File: src/rtl/uart_input_fifo.sv
// UART receive front end: 2-flop synchroniser, frame decoder and show-ahead FIFO.
// Optional parity support is compiled in with `define UART_INPUT_PARITY_EN.
module uart_input_fifo #(
    parameter int CLK_FRE    = 50,
    parameter int BAUD_RATE  = 115200,
    parameter int DATA_BITS  = 8,
    parameter int PARITY     = 0,
    parameter int FIFO_DEPTH = 16
) (
    input  logic                          clk,
    input  logic                          rst,
    input  logic                          uart_rx,
    output logic [DATA_BITS-1:0]          uart_byte,
    output logic                          uart_byte_valid,
    input  logic                          uart_byte_ready,
    output logic [$clog2(FIFO_DEPTH):0]   fifo_count,
    output logic                          frame_err,
    output logic                          parity_err,
    output logic                          overrun
);

    localparam int BIT_CYC = CLK_FRE * 1000000 / BAUD_RATE;
    localparam int CNT_W   = (BIT_CYC > 2) ? $clog2(BIT_CYC) : 1;
    localparam int PTR_W   = $clog2(FIFO_DEPTH);
    localparam int CNTF_W  = PTR_W + 1;

    localparam logic [CNT_W-1:0]  CNT_HALF = CNT_W'(BIT_CYC / 2);
    localparam logic [CNT_W-1:0]  CNT_LAST = CNT_W'(BIT_CYC - 1);
    localparam logic [3:0]        LAST_BIT = 4'(DATA_BITS - 1);
    localparam logic [CNTF_W-1:0] FULL_CNT = CNTF_W'(FIFO_DEPTH);

`ifdef UART_INPUT_PARITY_EN
    typedef enum logic [2:0] {
        ST_IDLE, ST_START, ST_DATA, ST_PAR, ST_STOP, ST_WAIT_IDLE
    } state_t;
`else
    typedef enum logic [2:0] {
        ST_IDLE, ST_START, ST_DATA, ST_STOP, ST_WAIT_IDLE
    } state_t;
`endif

    // Expected parity bit: odd mode makes total ones odd, even mode even.
    function automatic logic parity_bit(input logic [DATA_BITS-1:0] d, input int mode);
        if (mode == 1) begin
            return ~(^d);
        end else begin
            return ^d;
        end
    endfunction

    logic [1:0]            sync_q;
    logic                  rxs;
    state_t                state_q;
    logic [CNT_W-1:0]      cnt_q;
    logic [3:0]            bit_q;
    logic [DATA_BITS-1:0]  shift_q;
    logic                  frame_err_q;
    logic                  par_bad_s;
    logic                  push_s;
    logic                  pop_s;
    logic                  full_s;
    logic                  push_ok_s;
    logic [PTR_W-1:0]      wr_q;
    logic [PTR_W-1:0]      rd_q;
    logic [CNTF_W-1:0]     count_q;
    logic [CNTF_W-1:0]     count_d;
    logic                  overrun_q;
    logic [DATA_BITS-1:0]  mem_q [FIFO_DEPTH];

    assign rxs = sync_q[1];

    // Two-flop synchroniser for the asynchronous line, idle level 1.
    always_ff @(posedge clk) begin
        if (rst) begin
            sync_q <= 2'b11;
        end else begin
            sync_q <= {sync_q[0], uart_rx};
        end
    end

`ifdef UART_INPUT_PARITY_EN
    logic par_bad_q;
    logic parity_err_q;
    assign par_bad_s  = par_bad_q;
    assign parity_err = parity_err_q;
`else
    assign par_bad_s  = 1'b0;
    assign parity_err = 1'b0 & (PARITY != 0);
`endif

    // Frame decoder; error pulses are registered on the stop-bit sample edge.
    always_ff @(posedge clk) begin
        if (rst) begin
            state_q     <= ST_IDLE;
            cnt_q       <= '0;
            bit_q       <= 4'd0;
            shift_q     <= '0;
            frame_err_q <= 1'b0;
`ifdef UART_INPUT_PARITY_EN
            par_bad_q    <= 1'b0;
            parity_err_q <= 1'b0;
`endif
        end else begin
            frame_err_q <= 1'b0;
`ifdef UART_INPUT_PARITY_EN
            parity_err_q <= 1'b0;
`endif
            case (state_q)
                ST_IDLE: begin
                    cnt_q <= '0;
                    bit_q <= 4'd0;
`ifdef UART_INPUT_PARITY_EN
                    par_bad_q <= 1'b0;
`endif
                    if (!rxs) begin
                        state_q <= ST_START;
                    end
                end
                ST_START: begin
                    if (cnt_q == CNT_HALF) begin
                        cnt_q   <= '0;
                        state_q <= rxs ? ST_IDLE : ST_DATA;
                    end else begin
                        cnt_q <= cnt_q + 1'b1;
                    end
                end
                ST_DATA: begin
                    if (cnt_q == CNT_LAST) begin
                        cnt_q   <= '0;
                        shift_q <= {rxs, shift_q[DATA_BITS-1:1]};
                        if (bit_q == LAST_BIT) begin
                            bit_q <= 4'd0;
`ifdef UART_INPUT_PARITY_EN
                            state_q <= (PARITY != 0) ? ST_PAR : ST_STOP;
`else
                            state_q <= ST_STOP;
`endif
                        end else begin
                            bit_q <= bit_q + 4'd1;
                        end
                    end else begin
                        cnt_q <= cnt_q + 1'b1;
                    end
                end
`ifdef UART_INPUT_PARITY_EN
                ST_PAR: begin
                    if (cnt_q == CNT_LAST) begin
                        cnt_q     <= '0;
                        par_bad_q <= (rxs != parity_bit(shift_q, PARITY));
                        state_q   <= ST_STOP;
                    end else begin
                        cnt_q <= cnt_q + 1'b1;
                    end
                end
`endif
                ST_STOP: begin
                    if (cnt_q == CNT_LAST) begin
                        cnt_q <= '0;
                        if (!rxs) begin
                            frame_err_q <= 1'b1;
                            state_q     <= ST_WAIT_IDLE;
                        end else begin
`ifdef UART_INPUT_PARITY_EN
                            parity_err_q <= par_bad_q;
`endif
                            state_q <= ST_IDLE;
                        end
                    end else begin
                        cnt_q <= cnt_q + 1'b1;
                    end
                end
                ST_WAIT_IDLE: begin
                    cnt_q <= '0;
                    if (rxs) begin
                        state_q <= ST_IDLE;
                    end
                end
                default: begin
                    state_q <= ST_IDLE;
                    cnt_q   <= '0;
                end
            endcase
        end
    end

    assign frame_err = frame_err_q;

    // A good character completes on the stop-bit sample edge.
    always_comb begin
        push_s    = (state_q == ST_STOP) && (cnt_q == CNT_LAST) && rxs && !par_bad_s;
        pop_s     = (count_q != '0) && uart_byte_ready;
        full_s    = (count_q == FULL_CNT);
        push_ok_s = push_s && (!full_s || pop_s);
        if (push_ok_s && !pop_s) begin
            count_d = count_q + 1'b1;
        end else if (pop_s && !push_ok_s) begin
            count_d = count_q - 1'b1;
        end else begin
            count_d = count_q;
        end
    end

    // FIFO pointers, occupancy and overrun pulse.
    always_ff @(posedge clk) begin
        if (rst) begin
            wr_q      <= '0;
            rd_q      <= '0;
            count_q   <= '0;
            overrun_q <= 1'b0;
        end else begin
            count_q   <= count_d;
            overrun_q <= push_s && full_s && !pop_s;
            if (push_ok_s) begin
                wr_q <= wr_q + 1'b1;
            end
            if (pop_s) begin
                rd_q <= rd_q + 1'b1;
            end
        end
    end

    // FIFO storage needs no reset; reads are masked while empty.
    always_ff @(posedge clk) begin
        if (push_ok_s) begin
            mem_q[wr_q] <= shift_q;
        end
    end

    // Show-ahead head output.
    always_comb begin
        if (count_q != '0) begin
            uart_byte = mem_q[rd_q];
        end else begin
            uart_byte = '0;
        end
    end

    assign uart_byte_valid = (count_q != '0);
    assign fifo_count      = count_q;
    assign overrun         = overrun_q;

endmodule

File: config.mk
export PLATFORM = sky130hd
export DESIGN_NAME = uart_input_fifo
export DESIGN_NICKNAME = d
export VERILOG_FILES = /design/src/rtl/uart_input_fifo.sv
export SDC_FILE = /design/constraint.sdc
export NUM_CORES = 1
export LEC_CHECK = 0
export ABC_AREA = 1
export CORE_ASPECT_RATIO = 0.75
export CORE_MARGIN = 5
export CORE_UTILIZATION = 60
export CTS_BUF_LIST = sky130_fd_sc_hd__clkbuf_4 sky130_fd_sc_hd__clkbuf_8
export CTS_CLUSTER_DIAMETER = 30
export DETAILED_ROUTE_END_ITERATION = 16
export GPL_TIMING_DRIVEN = 0
export PLACE_DENSITY = 0.78
export SYNTH_ARGS = -nofsm -noshare
export SYNTH_HDL_FRONTEND = slang
export SYNTH_SLANG_ARGS = --single-unit
File: constraint.sdc
create_clock -name clk -period 6.8 [get_ports clk]
set_input_delay 1.36 -clock clk [delete_from_list [all_inputs] [get_ports clk]]
set_output_delay 1.36 -clock clk [all_outputs]
set_load 0.005 [all_outputs]
==> metrics.md, run 1 <==
| Metric | Value |
|---|---|
| Via count | `5347` |
| Largest cells by area after synthesis | `edfxtp_1 53%, dfxtp_1 12%, nand2_1 11%, nand3_1 7.7%, nor2_1 3.9%` |
| Die area | `14500 um2` |
| Setup TNS | `0 ns` |
| Maximum vdd drop | `198 uV` |
| Worst-path cell chain | `clkbuf_1 -> buf_1 -> nand3_1 -> nand2_1 -> nand2_1 -> a21oi_1 -> clkdlybuf4s50_1` |
| Clock Pin Slew Worst Setup and Hold Paths | `0.09 ns` |
| Max Root-Sink Buffers | `2` |
| Worst Path Required | `5.44 ns` |
| Final setup viols | `0` |
| Cts bufs inserted | `17` |
| Post-Syn Nets | `755` |
| Clk pwr share | `roughly 29%` |
| Syn_area_per_cell | `9.91 um2` |
| Fin crit period | `4.02 ns` |
| Initial core utilization | `62.1%` |
| R2r setup slk | `4.17 ns` |
| Die Y | `around 110 um` |
| Die width | `~140 um` |
| Diode count | `0` |
| Critical path fanouts, max | `10` |
| Status | `complete, no violations` |
| Launch point of the worst reg-to-reg path | `cnt_q[0]` |
| Slew at the pin closest to its max-slew limit | `0.898 ns` |
| Cell taking the most area after synthesis | `edfxtp_1` |
| Pwr Density | `about 340 nW/um2` |
| Postcts setup bufs | `0` |
| Commonest non-fill, non-tap cell in the layout | `nand2_1` |
| Via density | `5.62` |
| Setup Skew | `0.0154 ns` |
| Cell family with most CP delay | `buffers and inverters` |
| Vias in the first global route | `5100` |
| TritonRoute pass-1 iters | `5` |
| Latest clock arrival within the worst-skew pair | `0.45 ns` |
| Synth top area share | `between 50% and 60%` |
| Number of cell rows | `34` |
| Detail Route Antenna Nets | `0` |
| Clock Tree Root | `clkbuf_8` |
| Clk sink count | `173` |
| Reg2reg end | `fifo_count[4]` |
| Register share of total power | `43.4%` |
| First-pass GRT wire length | `26500 um` |
| Fraction of the cycle the final worst path needs | `59.1%` |
| Critical path endpoint category | `output port` |
| Distinct cell type count after synthesis | `28` |
| Critical path's most frequent cell | `nand2_1` |
| Hold Crit Class | `flip-flop to flip-flop` |
| Critical path type | `flip-flop to output port` |
| Yosys Warn Count | `0` |
| WP data arrival | `2.66 ns` |
| RePlAce Congestion | `just over 0.9` |
| Num ports | `21` |
| Post-layout util | `69.1%` |
| CTS tree | `built` |
| Final Hold Vio Count | `0` |
| Initial antenna violation count | `0` |
| Residual DRC | `0` |
| Worst Hold Launch | `sync_q[0]` |
| RSZ-0062 raised after global routing | `false` |
| Switching Share | `33.1%` |
| Fin. max-slew vios | `0` |
| P_int | `1.83 mW` |
| WHS Path Cells | `1` |
| Fmax | `0.249 GHz` |
| Wirelength per Cell | `around 17 um` |
| WP buf/inv | `3` |
| DRT Wirelength | `~16000 um` |
| Path length in cells of the critical path | `7` |
| Sequential-to-total area share from yosys stat | `about two thirds` |
| Register-to-Register Path Depth | `15` |
| Switching power | `0.908 mW` |
| PortBufs | `19` |
| H-tree Lvls | `4` |
| DP HPWL | `11300 um` |
| Crit-path max cell delay | `0.53 ns` |
| NumNets Final | `slightly below 800` |
| Number of hold buffers added after CTS | `0` |
| Largest net degree at the start of global routing | `19` |
| Most frequent cells in the layout | `215 x nand2_1, 128 x edfxtp_1, 113 x nand3_1, 76 x nor2_1, 45 x dfxtp_1` |
| Total of max-cap violations | `0` |
| GR Overflow Total | `0` |
| Slowest CP cell | `clkdlybuf4s50_1` |
| Post-cts sizing count | `0` |
| Gate power share | `28.1%` |
| Worst Hold Endpoint | `sync_q[1]` |
| Post-Synthesis Cells | `approximately 740` |
| Startpoint Class | `flip-flop` |
| P&R area growth vs syn | `11.3%` |
| Area of the mapped netlist | `7320 um2` |
| Drt first-iter violations | `roughly 640` |
| Total Routing Usage GR | `approximately a quarter` |
| Slew headroom | `39.9%` |
| Layout cell share with drive strength beyond 1 | `around 7.1%` |
| Leak | `around 3.2 nW` |
| Core Box Area | `about 12000 um2` |
| Post-synthesis register bit count | `173` |
==> worst max path at each step <==
stage | from | endpoint
global placement | uart_byte_ready | fifo_count[4]
CTS | flip-flop | uart_byte[5]
global route | flip-flop | uart_byte[6]
floorplan | uart_byte_ready | fifo_count[4]
detailed placement | uart_byte_ready | fifo_count[4]
finish | flip-flop | uart_byte[2]
==> power groups by stage <==
stage	clock [mW]	combinational [mW]	sequential, mW
final	0.783	0.769	1.19
after global routing	0.836	0.851	1.19
after CTS	0.787	0.756	1.19
after detailed placement	0	0.750	1.21
after global placement	0	0.732	1.21
after floorplan	0	0.475	1.20
==> layer usage <==
| layer | up-vias | routed length [um] | track usage (%) |
|---|---|---|---|
| li1 | 2561 | - | - |
| met4 | 0 | 209 | 6.27 |
| met2 | 264 | 7460 | 36.5 |
| met5 | - | 0 | 0 |
| met1 | 2497 | 7060 | 35.5 |
| met3 | 25 | 1740 | 5.57 |
==> final cells by class <==
type / count / area (um2)
flip-flops and latches: 173 / 4740
fillers: 872 / 3640
multi-input cells: 494 / 2280
clock buffers: 19 / 249
well taps: 162 / 203
repair buffers: 19 / 190
clock inverters: 13 / 188
inverters: 42 / 158
plain buffers: 29 / 129
==> cells in the mapped netlist <==
master,n
nand3_2,1
nor2_1,76
ha_1,12
or2_2,2
nor2_4,2
o21ai_0,18
dfxtp_1,45
conb_1,1
edfxtp_1,128
nand2_2,4
o21bai_1,2
nand4_1,7
a211oi_1,1
inv_1,40
a21oi_1,23
buf_2,13
nor3_1,8
xor2_1,5
fa_1,1
inv_2,1
nand2_1,215
clkinv_1,1
buf_1,2
nand3_1,113
buf_4,1
clkbuf_1,13
nor3_2,1
xnor2_1,2
==> logic make-up after synthesis <==
kind of cell	after synthesis	synth area share, %
AOI/OAI and AO/OA	44	3.11
xor gates and xnor gates	7	0.838
adders and majority gates	13	2.33
buffers and inverters	71	3.92
DFF	173	64.9
other	1	0.0513
and+or+nand+nor	429	24.9
==> per-stage QoR <==
| stage | setup WS (ns) | std cells | area [um2] | power, mW | hold slack (ns) |
|---|---|---|---|---|---|
| finish | 2.78 | 951 | 8150 | 2.74 | 0.427 |
| global route | 2.61 | 951 | 8150 | 2.88 | 0.442 |
| CTS | 2.83 | 951 | 8150 | 2.73 | 0.428 |
| detailed placement | 3.09 | 919 | 7710 | 1.96 | 0.396 |
| global placement | 3.16 | 919 | 7710 | 1.94 | 0.393 |
| floorplan | 3.87 | 738 | 7320 | 1.68 | 0.389 |
==> flip-flops by register name, indices dropped and copies added (netlist names), named ones only <==
| signal | flops |
|---|---|
| rd_q | 4 |
| cnt_q | 9 |
| fifo_count | 5 |
| bit_q | 4 |
| mem_q | 128 |
| state_q | 3 |
| overrun | 1 |
| sync_q | 2 |
| frame_err | 1 |
| wr_q | 4 |
| shift_q | 8 |
Note: power is estimated with default switching activity, not from simulation.
==> run 2: changes to the inputs <==
CORE_UTILIZATION = 57   (was 60)
clock period = 3.31 ns   (was 6.8 ns; I/O delays follow)
==> metrics.md, run 2 (synthesized netlist as in run 1, its figures left out) <==
| Metric | Value |
|---|---|
| Status | `complete, no violations` |
| Total of max-cap violations | `0` |
| Clk sink count | `173` |
| Number of hold buffers added after CTS | `0` |
| CTS tree | `built` |
| Drt first-iter violations | `720` |
| FILL cells | `roughly 980` |
| WP data arrival | `2.53 ns` |
| PortBufs | `19` |
| Die width | `141 um` |
| Final Hold Vio Count | `0` |
| Layout cell share with drive strength beyond 1 | `8.12%` |
| Setup Skew | `between 0.01 and 0.015 ns` |
| Largest Register | `mem_q` |
| DP HPWL | `11700 um` |
| Vias in the first global route | `5269` |
| Latest clock arrival within the worst-skew pair | `between 0.4 and 0.5 ns` |
| Core Box Area | `approximately 12000 um2` |
| Total Routing Usage GR | `about 23%` |
| Fin crit period | `3.20 ns` |
| Critical path type | `flip-flop to output port` |
| Critical path fanouts, max | `10` |
| Setup TNS | `0 ns` |
| Fin. max-slew vios | `0` |
| TritonRoute pass-1 iters | `6` |
| Max Root-Sink Buffers | `2` |
| Largest register FFs | `128` |
| Switching Share | `35.9%` |
| P&R area growth vs syn | `10.6%` |
| Largest net degree at the start of global routing | `19` |
| Final setup viols | `0` |
| Startpoint Class | `flip-flop` |
| Detail Route Antenna Nets | `0` |
| Number of cell rows | `35` |
| Fmax | `0.313 GHz` |
| Clock Pin Slew Worst Setup and Hold Paths | `around 0.09 ns` |
| Worst Path Required | `~2.7 ns` |
| Initial core utilization | `58.8%` |
| Hold Crit Class | `flip-flop to flip-flop` |
| Tot Pwr | `approximately 5.4 mW` |
| Diode count | `0` |
| Largest regs | `mem_q x128, cnt_q x9, shift_q x8` |
| Via count | `5521` |
| Residual DRC | `0` |
| Fraction of the cycle the final worst path needs | `96.5%` |
| RSZ-0062 raised after global routing | `false` |
| NumNets Final | `approximately 800` |
| Post-layout util | `65.1%` |
| Switching power | `1.95 mW` |
| Gate power share | `29.7%` |
| Register share of total power | `45.0%` |
| Slew headroom | `between 20% and 30%` |
| Most frequent cells in the layout | `215 x nand2_1, 128 x edfxtp_1, 113 x nand3_1, 76 x nor2_1, 45 x dfxtp_1` |
| P_int | `3.47 mW` |
| Slew at the pin closest to its max-slew limit | `1.07 ns` |
| DRT Wirelength | `roughly 17000 um` |
| RePlAce Congestion | `between 0.9 and 1` |
| Clock Tree Root | `clkbuf_8` |
| GR Overflow Total | `0` |
| Cts bufs inserted | `17` |
| Critical path endpoint category | `output port` |
| First-pass GRT wire length | `27000 um` |
| Num ports | `21` |
| Worst hold slack | `about 0.42 ns` |
| Maximum vdd drop | `431 uV` |
| Pwr Density | `670 nW/um2` |
| Die area | `15200 um2` |
| Leak | `3.20 nW` |
| Commonest non-fill, non-tap cell in the layout | `nand2_1` |
| Clk pwr share | `25.3%` |
| Wirelength per Cell | `18.0 um` |
| H-tree Lvls | `4` |
| Via density | `5.79` |
| Initial antenna violation count | `0` |
| Die Y | `108 um` |
[run 2: cell count changes in the layout (fill, tap and decap cells not counted), moves of 2 or more]
cell	previous run	this run
buf_2	13	10
bufinv_16	4	0
clkbuf_1	13	6
clkbuf_2	0	7
clkinv_4	2	4
inv_8	0	3
[run 2: path summary, 6_finish.rpt]
check        depth (start not counted)       endpoint  startpoint  slack, ns
max                                  8   uart_byte[2]   flip-flop       0.11
max reg2reg                         15  fifo_count[4]    cnt_q[0]       0.60
min                                  1      sync_q[1]   sync_q[0]       0.42
min reg2reg                          1      sync_q[1]   sync_q[0]       0.42
[run 2: power groups by stage]
stage | Clock (mW) | Sequential [mW] | Combinational [mW]
after global routing | 1.48 | 2.45 | 1.76
after CTS | 1.38 | 2.44 | 1.57
after detailed placement | 0 | 2.49 | 1.56
after floorplan | 0 | 2.47 | 0.976
after global placement | 0 | 2.48 | 1.50
final | 1.37 | 2.44 | 1.61
[run 2: layer usage]
layer | part of all wire [%] | vias up | wire [um] | track usage [%]
met5 | 0 | - | 0 | 0
met4 | 1.6 | 0 | 268 | 6.36
met3 | 11 | 36 | 1860 | 6.41
met2 | 45 | 292 | 7810 | 35.6
met1 | 42 | 2634 | 7250 | 32.8
li1 | - | 2559 | - | -
[run 2: area by class of cell]
type	instances	area (um2)	area share, %
Buffer	28	141	1.75
Clock inverter	15	130	1.61
Sequential cell	173	4740	58.6
Clock buffer	17	234	2.89
Inverter	42	158	1.95
Timing Repair Buffer	19	190	2.35
Multi-Input combinational cell	494	2280	28.2
Tap cell	166	208	2.57
[run 2: stage by stage]
| step | std cells | setup WS [ns] | instance area, um2 |
|---|---|---|---|
| after floorplan | 738 | 1.06 | 7320 |
| after global placement | 923 | 0.350 | 7710 |
| after detailed placement | 923 | 0.236 | 7710 |
| after CTS | 955 | 0.00347 | 8080 |
| after global routing | 954 | 0.0134 | 8090 |
| final | 954 | 0.114 | 8090 |
[run 2: repair_timing]
item,CTS,global route
setup buffers,0,0
resized for setup,0,17
setup endpoints to repair,0,8
[run 2: critical path, stage by stage, from the launching register on]
cell	delay (ns)
dfxtp_1	0.31
buf_2	0.17
clkbuf_1	0.54
nand3_1	0.17
nand3_1	0.17
nand2_1	0.08
nand2_1	0.08
a21oi_1	0.08
clkdlybuf4s50_1	0.45
==> run 3: changes to the inputs <==
HOLD_SLACK_MARGIN = 0.12   (was not set)
SKIP_CTS_REPAIR_TIMING = 1   (was not set)
==> results of run 3 <==
Final layout, timing and power as in run 2 (identical DEF).
